`src/rtl/iomem_arb_pkg.sv`:
```
// rtl/iomem_arb_pkg.sv - shared state encoding, counter width and RAM window decode
package iomem_arb_pkg;

  localparam int CNT_W = $clog2(256);

  typedef logic [1:0] arb_state_t;

  localparam arb_state_t ST_IDLE = 2'd0;
  localparam arb_state_t ST_BUSY = 2'd1;
  localparam arb_state_t ST_RESP = 2'd2;
  localparam arb_state_t ST_ERR  = 2'd3;

  function automatic logic in_window(input logic [31:0] addr,
                                     input logic [31:0] base,
                                     input logic [31:0] mask);
    return (addr & ~mask) == base;
  endfunction

endpackage

```
`src/rtl/iomem_mem_arbiter_if.sv`:
```
// rtl/iomem_mem_arbiter_if.sv - iomem-style request/response bundle for one requester
interface iomem_mem_arbiter_if;

  logic        valid;
  logic        ready;
  logic [3:0]  wstrb;
  logic [31:0] addr;
  logic [31:0] wdata;
  logic [31:0] rdata;

  modport master (
    output valid, wstrb, addr, wdata,
    input  ready, rdata
  );

  modport slave (
    input  valid, wstrb, addr, wdata,
    output ready, rdata
  );

endinterface

```
`src/rtl/iomem_mem_arbiter_rr_arbiter_2.sv`:
```
// rtl/iomem_mem_arbiter_rr_arbiter_2.sv - two-input round-robin grant with last-grant memory
module rr_arbiter_2 (
  input  logic       clk_wiz_o,
  input  logic       rst_n,
  input  logic       en_i,
  input  logic [1:0] req_i,
  output logic       gnt_valid_o,
  output logic       gnt_idx_o
);

  logic last_q;
  logic last_d;

  // On a tie the master that did not win last time goes first.
  always_comb begin
    gnt_valid_o = |req_i;
    if (&req_i) begin
      gnt_idx_o = ~last_q;
    end else begin
      gnt_idx_o = ~req_i[0];
    end
    last_d = last_q;
    if (en_i && gnt_valid_o) begin
      last_d = gnt_idx_o;
    end
  end

  always_ff @(posedge clk_wiz_o) begin
    if (!rst_n) begin
      last_q <= 1'b1;
    end else begin
      last_q <= last_d;
    end
  end

endmodule

```
`src/rtl/iomem_mem_arbiter.sv`:
```
// rtl/iomem_mem_arbiter.sv - shares the single-port RAM between two iomem requesters
module iomem_mem_arbiter
  import iomem_arb_pkg::*;
#(
  parameter int          RAM_DELAY     = 16,
  parameter logic [31:0] RAM_BASE_ADDR = 32'h4000_0000,
  parameter logic [31:0] RAM_MASK_ADDR = 32'h000f_ffff,
  parameter logic [31:0] ERR_RDATA     = 32'h0000_0000
) (
  input  logic                       clk_wiz_o,
  input  logic                       rst_n,
  iomem_mem_arbiter_if.slave         m0,
  iomem_mem_arbiter_if.slave         m1,
  output logic [31:0]                mem_addr,
  output logic [31:0]                mem_wdata,
  output logic [3:0]                 mem_wstrb,
  output logic                       mem_rd_en,
  input  logic [31:0]                mem_rdata,
  output logic                       busy_o,
  output logic                       grant_o
);

  localparam logic [CNT_W-1:0] CNT_INIT = CNT_W'(RAM_DELAY - 1);

  arb_state_t       state_q, state_d;
  logic [CNT_W-1:0] cnt_q, cnt_d;
  logic [31:0]      addr_q, addr_d;
  logic [31:0]      wdata_q, wdata_d;
  logic [3:0]       wstrb_q, wstrb_d;
  logic             first_q, first_d;
  logic [31:0]      resp_q, resp_d;
  logic             grant_q, grant_d;

  logic             gnt_valid;
  logic             gnt_idx;
  logic [31:0]      req_addr;
  logic [31:0]      req_wdata;
  logic [3:0]       req_wstrb;

  logic             in_busy;
  logic             in_done;
  logic [31:0]      resp_data;
  logic             ready0;
  logic             ready1;

  rr_arbiter_2 u_rr (
    .clk_wiz_o   (clk_wiz_o),
    .rst_n       (rst_n),
    .en_i        (state_q == ST_IDLE),
    .req_i       ({m1.valid, m0.valid}),
    .gnt_valid_o (gnt_valid),
    .gnt_idx_o   (gnt_idx)
  );

  assign req_addr  = gnt_idx ? m1.addr  : m0.addr;
  assign req_wdata = gnt_idx ? m1.wdata : m0.wdata;
  assign req_wstrb = gnt_idx ? m1.wstrb : m0.wstrb;

  always_comb begin
    state_d = state_q;
    cnt_d   = cnt_q;
    addr_d  = addr_q;
    wdata_d = wdata_q;
    wstrb_d = wstrb_q;
    first_d = 1'b0;
    resp_d  = resp_q;
    grant_d = grant_q;
    case (state_q)
      ST_IDLE: begin
        if (gnt_valid) begin
          addr_d  = req_addr;
          wdata_d = req_wdata;
          wstrb_d = req_wstrb;
          grant_d = gnt_idx;
          if (in_window(req_addr, RAM_BASE_ADDR, RAM_MASK_ADDR)) begin
            state_d = ST_BUSY;
            cnt_d   = CNT_INIT;
            first_d = 1'b1;
          end else begin
            state_d = ST_ERR;
          end
        end
      end
      ST_BUSY: begin
        if (cnt_q == '0) begin
          resp_d  = (wstrb_q == 4'b0000) ? mem_rdata : 32'h0;
          state_d = ST_RESP;
        end else begin
          cnt_d = cnt_q - CNT_W'(1);
        end
      end
      ST_RESP: state_d = ST_IDLE;
      ST_ERR:  state_d = ST_IDLE;
      default: state_d = ST_IDLE;
    endcase
  end

  always_ff @(posedge clk_wiz_o) begin
    if (!rst_n) begin
      state_q <= ST_IDLE;
      cnt_q   <= '0;
      addr_q  <= '0;
      wdata_q <= '0;
      wstrb_q <= '0;
      first_q <= 1'b0;
      resp_q  <= '0;
      grant_q <= 1'b0;
    end else begin
      state_q <= state_d;
      cnt_q   <= cnt_d;
      addr_q  <= addr_d;
      wdata_q <= wdata_d;
      wstrb_q <= wstrb_d;
      first_q <= first_d;
      resp_q  <= resp_d;
      grant_q <= grant_d;
    end
  end

  // RAM side is quiet outside BUSY; the write strobe fires only once per transaction.
  assign in_busy   = (state_q == ST_BUSY);
  assign in_done   = (state_q == ST_RESP) || (state_q == ST_ERR);
  assign mem_addr  = in_busy ? addr_q  : 32'h0;
  assign mem_wdata = in_busy ? wdata_q : 32'h0;
  assign mem_wstrb = (in_busy && first_q) ? wstrb_q : 4'b0000;
  assign mem_rd_en = in_busy && (wstrb_q == 4'b0000);
  assign busy_o    = in_busy;
  assign grant_o   = grant_q;

  assign resp_data = (state_q == ST_ERR) ? ERR_RDATA : resp_q;
  assign ready0    = in_done && !grant_q;
  assign ready1    = in_done &&  grant_q;

  assign m0.ready  = ready0;
  assign m1.ready  = ready1;
  assign m0.rdata  = ready0 ? resp_data : 32'h0;
  assign m1.rdata  = ready1 ? resp_data : 32'h0;

endmodule

```
`src/flat_wrapper.sv`:
```
// flat-port wrapper written by rule: the top's interface ports become plain ports
module iomem_mem_arbiter_flat import iomem_arb_pkg::*;
#(
  parameter int          RAM_DELAY     = 16,
  parameter logic [31:0] RAM_BASE_ADDR = 32'h4000_0000,
  parameter logic [31:0] RAM_MASK_ADDR = 32'h000f_ffff,
  parameter logic [31:0] ERR_RDATA     = 32'h0000_0000
)
  (clk_wiz_o, rst_n, mem_addr, mem_wdata, mem_wstrb, mem_rd_en, mem_rdata, busy_o, grant_o, m0_valid, m0_wstrb, m0_addr, m0_wdata, m0_ready, m0_rdata, m1_valid, m1_wstrb, m1_addr, m1_wdata, m1_ready, m1_rdata);
  iomem_mem_arbiter_if m0_i ();
  iomem_mem_arbiter_if m1_i ();
  input  logic clk_wiz_o;
  input  logic rst_n;
  output logic [31:0] mem_addr;
  output logic [31:0] mem_wdata;
  output logic [3:0] mem_wstrb;
  output logic mem_rd_en;
  input  logic [31:0] mem_rdata;
  output logic busy_o;
  output logic grant_o;
  input wire logic [$bits(m0_i.valid)-1:0] m0_valid;
  input wire logic [$bits(m0_i.wstrb)-1:0] m0_wstrb;
  input wire logic [$bits(m0_i.addr)-1:0] m0_addr;
  input wire logic [$bits(m0_i.wdata)-1:0] m0_wdata;
  output wire logic [$bits(m0_i.ready)-1:0] m0_ready;
  output wire logic [$bits(m0_i.rdata)-1:0] m0_rdata;
  input wire logic [$bits(m1_i.valid)-1:0] m1_valid;
  input wire logic [$bits(m1_i.wstrb)-1:0] m1_wstrb;
  input wire logic [$bits(m1_i.addr)-1:0] m1_addr;
  input wire logic [$bits(m1_i.wdata)-1:0] m1_wdata;
  output wire logic [$bits(m1_i.ready)-1:0] m1_ready;
  output wire logic [$bits(m1_i.rdata)-1:0] m1_rdata;
  assign m0_i.valid = m0_valid;
  assign m0_i.wstrb = m0_wstrb;
  assign m0_i.addr = m0_addr;
  assign m0_i.wdata = m0_wdata;
  assign m0_ready = m0_i.ready;
  assign m0_rdata = m0_i.rdata;
  assign m1_i.valid = m1_valid;
  assign m1_i.wstrb = m1_wstrb;
  assign m1_i.addr = m1_addr;
  assign m1_i.wdata = m1_wdata;
  assign m1_ready = m1_i.ready;
  assign m1_rdata = m1_i.rdata;
  iomem_mem_arbiter #(.RAM_DELAY(RAM_DELAY), .RAM_BASE_ADDR(RAM_BASE_ADDR), .RAM_MASK_ADDR(RAM_MASK_ADDR), .ERR_RDATA(ERR_RDATA)) u_core (.clk_wiz_o(clk_wiz_o), .rst_n(rst_n), .m0(m0_i), .m1(m1_i), .mem_addr(mem_addr), .mem_wdata(mem_wdata), .mem_wstrb(mem_wstrb), .mem_rd_en(mem_rd_en), .mem_rdata(mem_rdata), .busy_o(busy_o), .grant_o(grant_o));
endmodule
```
`config.mk`:
```
export PLATFORM = sky130hd
export DESIGN_NAME = iomem_mem_arbiter_flat
export DESIGN_NICKNAME = d
export VERILOG_FILES = /design/src/rtl/iomem_arb_pkg.sv /design/src/rtl/iomem_mem_arbiter_if.sv /design/src/rtl/iomem_mem_arbiter_rr_arbiter_2.sv /design/src/rtl/iomem_mem_arbiter.sv /design/src/flat_wrapper.sv
export SDC_FILE = /design/constraint.sdc
export NUM_CORES = 1
export LEC_CHECK = 0
export ABC_CLOCK_PERIOD_IN_PS = 2650
export BUFFER_PORTS_ARGS = -buffer_cell sky130_fd_sc_hd__buf_2
export CORE_AREA = 2 2 119 121
export CTS_CLUSTER_SIZE = 28
export DETAILED_ROUTE_END_ITERATION = 10
export DIE_AREA = 0 0 121 123
export PLACE_DENSITY = 0.78
export SYNTH_ARGS = -nofsm -noshare
export SYNTH_HDL_FRONTEND = slang
export SYNTH_SLANG_ARGS = --single-unit
```
`constraint.sdc`:
```
create_clock -name clk_wiz_o -period 2.65 [get_ports clk_wiz_o]
set_input_delay 0.265 -clock clk_wiz_o [delete_from_list [all_inputs] [get_ports clk_wiz_o]]
set_output_delay 0.265 -clock clk_wiz_o [all_outputs]
set_load 0.02 [all_outputs]
```
==> results_dict.tcl, run 1 <==
set metrics [dict create \
    antenna_cells 0 \
    cts_made_buffers 17 \
    clock-sinks 113 \
    port-buffer-count 308 \
    setup_tns_ps 0 \
    grt_pass1_wl_mm 28.41 \
    synth_commonest_cells "130 x and2_1, 113 x dfxtp_1, 78 x nand2_1, 78 x nor2_1, 73 x nand3_1" \
    end_kind "primary output" \
    drive_above_1_share 0.4163 \
    async_flop_share 0 \
    clock_skew_ps 7.403 \
    dr_wl_met2_mm 9.017 \
    p_per_area_nw_per_um2 787.1 \
    detailed_place_hpwl_mm 13.50 \
    max_cap_violations 0 \
    yosysUniqueCellTypes 50 \
    postCtsSetupBuffers 0 \
    wl_met1_mm 7.435 \
    rows 43 \
    h-tree-depth 4 \
    path_max_fanout 35 \
    remaining_drc_errors 0 \
    tightest_slew_ps 853.4 \
    core_sq_um 13610 \
    synth.avg_cell_area_sq_um 8.152 \
    ctsHoldBuffers 0 \
    yosysMostFrequentCell "and2_1" \
    syn-num-nets 911 \
    nets 1182 \
    start_kind "flop" \
    syn_inst 737 \
    area_delta_synth_final_pct 37.01 \
    overflow 0 \
    vias 6272 \
    timing.hold.ws_ps 91.23 \
    grt_pass1_vias 5668 \
    wl_per_cell_microns 15.36 \
    finalInstanceArea_sq_um 8232 \
    synth_seq_area_share 0.3765 \
    netlist_area_sq_um 6008 \
    wl_met3_mm 1.522 \
    worstSetupPathType "flop to primary output" \
    die_h_microns 123 \
    arrival_ps 2040 \
    rsz0062_at_grt "no" \
    clockRootBuffer "clkbuf_16" \
    antenna_found_initial 0 \
    yosysWarnings 0 \
    slew_headroom 0.4311 \
    firstDrtPassIters 5 \
    die-area_sq_um 14880 \
    post-route-period-util 0.8683 \
    clkTransAtPathRegs_ps 50 \
    grt.total_usage 0.2415 \
    hold_violations 0 \
    dominantRegCellSynth "dfxtp_1" \
    cts_resized 0 \
    grt_max_degree 100 \
    ios 309 \
    leakage_nw 3.935 \
    min_path_type "primary input to flop" \
    fp.dieW_microns 121 \
    dpl_cell_area_sq_um 7639 \
    yosys-top-cells-area "dfxtp_1 38%, and2_1 14%, a311oi_1 9.9%" \
    max_freq_ghz 0.4346 \
    slew_viol_final 0 \
    synth_edf_count 0 \
    drt_wl_total_mm 18.44 \
    synth_seq_cells 113 \
    start_util 0.4414 \
    ant_nets 0 \
    highest_layer "met4" \
    vdd_drop_max_v 0.0004622 \
    critPathRequiredTime_ps 2380 \
    place.gp.congestion 0.9086 \
    cts_tree "built" \
    netlist.area_leader.share 0.3765 \
    synth_top_cell_by_area "dfxtp_1" \
    fin_crit_ps 2301 \
    drt-initial-drc-count 323 \
    vias_per_cell 5.222 \
    outcome "finished clean" \
    clockBufferDepth 2 \
    clk_latency_ps 400 \
    setup_viol_count_final 0 \
]
cell type report:
| type | instances | area [sq um] |
|---|---|---|
| clock inverters | 9 | 105.1 |
| clock buffers | 23 | 488.0 |
| fillers | 1250 | 5380 |
| well taps | 180 | 225.2 |
| inverters | 7 | 28.78 |
| multi-input cells | 546 | 3393 |
| repair buffers | 323 | 1729 |
| flip-flops and latches | 113 | 2262 |
logic make-up (layout without fill, tap and decap cells):
logic type	after synthesis	after routing	synth area share
compound gates	125	125	0.1933
fa+ha+maj	2	2	0.004164
buf+inv	78	362	0.06122
flops	113	113	0.3765
mux	1	1	0.001666
simple gates	418	418	0.3632
power breakdown:
| part | internal (mW) | switching [mW] | leakage (nW) |
|---|---|---|---|
| combinational | 0.781 | 1.21 | 2.72 |
| sequential | 2.02 | 0.211 | 0.929 |
| clock | 1.48 | 0.779 | 0.281 |
metal layers:
metal / vias to the layer above / track usage
met5: - / 0
met4: 0 / 0.1003
met3: 35 / 0.07196
met2: 266 / 0.4080
met1: 2842 / 0.2866
li1: 3129 / -
critical path, stage by stage, from the launching register on:
cell and delay [ps]:
dfxtp_1 440, nand2b_1 160, clkinv_1 360, buf_12 320
and3_1 180, buf_2 170
state kept, by name, summed over array words and instances (netlist names):
name / count
u_core.addr_q: 32
u_core.resp_q: 32
u_core.wdata_q: 32
u_core.cnt_q: 8
u_core.wstrb_q: 4
u_core.state_q: 2
u_core.first_q: 1
u_core.grant_o: 1
u_core.u_rr.last_q: 1
cells in the final DEF, fill, tap and decap left out, types with 9 or more instances in the layout:
cell type and instances:
nand2_1 77, nor2_2 30, buf_2 308, a22oi_2 30
clkbuf_16 17, and2_1 130, nand3_1 73, nor2_1 78
a311oi_1 68, buf_4 9, dfxtp_1 113
worst paths after layout:
kind | from | end | slack, ps | cells past startpoint
worst max-delay path | u_core.state_q[1] | mem_wstrb[2] | 350 | 5
worst min-delay path | mem_rdata[3] | u_core.resp_q[3] | 90 | 3
worst max register to register | u_core.cnt_q[3] | u_core.resp_q[30] | 540 | 6
worst min register to register | u_core.addr_q[12] | u_core.addr_q[12] | 490 | 2
metrics by stage:
stage / power [mW] / util / setup slack, ps / std cells
floorplan: 3.675 / - / 722.1 / 737
global placement: 4.227 / 0.5612 / 527.9 / 1169
detailed placement: 4.260 / 0.5612 / 510.5 / 1169
CTS: 6.526 / 0.6047 / 324.7 / 1201
global route: 6.871 / 0.6047 / 138.0 / 1201
finish: 6.479 / 0.6047 / 348.9 / 1201
No activity file was read; power rests on OpenSTA's default activity.
==> run 2, diff against run 1 <==
ABC_CLOCK_PERIOD_IN_PS = 2500   (was 2650)
CORE_AREA = 2 2 121 123   (was 2 2 119 121)
DIE_AREA = 0 0 123 125   (was 0 0 121 123)
PLACE_DENSITY = 0.76   (was 0.78)
clock period = 2.5 ns   (was 2.65 ns; I/O delays follow)
==> results_dict.tcl, run 2 (same netlist as run 1, synthesis figures left out) <==
set metrics [dict create \
    cts_made_buffers 17 \
    ios 309 \
    clockBufferDepth 2 \
    critPathRequiredTime_ps 2250 \
    final_cell_mix "308 x buf_2, 130 x and2_1, 113 x dfxtp_1, 78 x nor2_1, 77 x nand2_1" \
    h-tree-depth 4 \
    switchingPower_mw 2.323 \
    min_path_type "primary input to flop" \
    max_cap_violations 0 \
    outcome "finished clean" \
    path_max_fanout 33 \
    hold_violations 0 \
    postCtsSetupBuffers 0 \
    antenna_cells 0 \
    drt-initial-drc-count 395 \
    switching_share 0.3476 \
    drive_above_1_share 0.4163 \
    setup_viol_count_final 0 \
    antenna_found_initial 0 \
    grt_pass1_vias 5774 \
    arrival_ps 2100 \
    layout_commonest_cell "buf_2" \
    vdd_drop_max_v 0.0004533 \
    dpl_cell_area_sq_um 7619 \
    tightest_slew_ps 559.3 \
    die-area_sq_um 15380 \
    max_freq_ghz 0.4260 \
    placed_cells 1173 \
    clk_latency_ps 410 \
    nets 1182 \
    core_sq_um 14200 \
    slew_viol_final 0 \
    drt_wl_total_mm 18.42 \
    grt_max_degree 86 \
    clkTransAtPathRegs_ps 50 \
    clkPwrFrac 0.333 \
    stdcell_count 1205 \
    worstSetupPathType "flop to primary output" \
    firstDrtPassIters 5 \
    wl_per_cell_microns 15.29 \
    fin_crit_ps 2348 \
    p_seq_frac 0.355 \
    place.gp.congestion 0.8737 \
    remaining_drc_errors 0 \
    clock_skew_ps 10.48 \
    cts_resized 0 \
    setup_tns_ps 0 \
    clockRootBuffer "clkbuf_16" \
    reg_top3 "u_core.addr_q: 32 flops, u_core.resp_q: 32 flops, u_core.wdata_q: 32 flops" \
    vias 6302 \
    die_h_microns 125 \
    vias_per_cell 5.230 \
    detailed_place_hpwl_mm 13.11 \
    area_delta_synth_final_pct 36.01 \
    combPwrFrac 0.312 \
    grt_pass1_wl_mm 28.99 \
    rows 44 \
    start_util 0.4230 \
    post-route-period-util 0.9391 \
    fp.dieW_microns 123 \
    finalInstanceArea_sq_um 8172 \
    grt.total_usage 0.2377 \
    port-buffer-count 308 \
    cts_tree "built" \
    p_per_area_nw_per_um2 817.8 \
    start_kind "flop" \
    end_kind "primary output" \
    leakage_nw 3.917 \
    clock-sinks 113 \
    slew_headroom 0.6272 \
    overflow 0 \
    p_int_mw 4.360 \
    ctsHoldBuffers 0 \
    ant_nets 0 \
]
[run 2: cell types whose count changed in the layout (fill, tap and decap cells not counted)]
cell,before,now
bufinv_16,2,1
buf_12,6,4
clkinv_4,0,1
clkbuf_1,2,3
clkinv_2,3,5
buf_4,9,11
inv_4,1,2
clkinvlp_4,4,3
clkbuf_8,4,2
clkinv_1,1,0
[run 2: cell type report]
cell class                 count  area [sq um]
timing repair buffer         323          1704
clock inverter                10         86.33
tap                          184         230.2
fill                        1389          6032
multi-input combinational    546          3393
inverter                       7         31.28
sequential                   113          2262
clock buffer                  22         464.2
[run 2: per-layer routing]
metal | GRT usage | wire length, microns | vias to the layer above | part of all wire
li1 | - | - | 3121 | -
met1 | 0.2833 | 7215 | 2851 | 0.39
met2 | 0.3978 | 8980 | 290 | 0.49
met3 | 0.06934 | 1639 | 40 | 0.089
met4 | 0.09626 | 584 | 0 | 0.032
met5 | 0 | 0 | - | 0
[run 2: worst max-delay path, cell delays in order, from the launching register on]
cell	delay (ps)
dfxtp_1	450
nand2b_1	270
inv_4	250
buf_4	330
and2_1	210
buf_2	170
[run 2: path summary, 6_finish.rpt]
check	startpoint	to	slack, ps	cells after the start
worst min register to register	u_core.u_rr.last_q	u_core.u_rr.last_q	490	2
worst max register to register	u_core.cnt_q[3]	u_core.resp_q[12]	370	6
worst max-delay path	u_core.state_q[0]	mem_wdata[24]	150	5
worst min-delay path	mem_rdata[29]	u_core.resp_q[29]	80	3
[run 2: through the flow]
stage / power, mW / setup WS (ps) / util / hold WS (ps)
6_report: 6.683 / 152.4 / 0.5753 / 78.34
3_5_place_dp: 4.489 / 392.2 / 0.5364 / 470.4
4_1_cts: 6.740 / 69.86 / 0.5751 / 59.46
3_3_place_gp: 4.458 / 406.0 / 0.5364 / 475.5
2_1_floorplan: 3.895 / 572.1 / - / 384.5
5_1_grt: 7.088 / -6.974 / 0.5753 / 68.49
[run 2: power by group through the flow]
stage          clock network (mW)  registers, mW  logic (mW)
6_report                     2.23           2.37        2.09
5_1_grt                      2.37           2.41        2.31
4_1_cts                      2.27           2.37        2.10
3_5_place_dp                    0           2.40        2.08
3_3_place_gp                    0           2.39        2.07
2_1_floorplan                   0           2.34        1.56
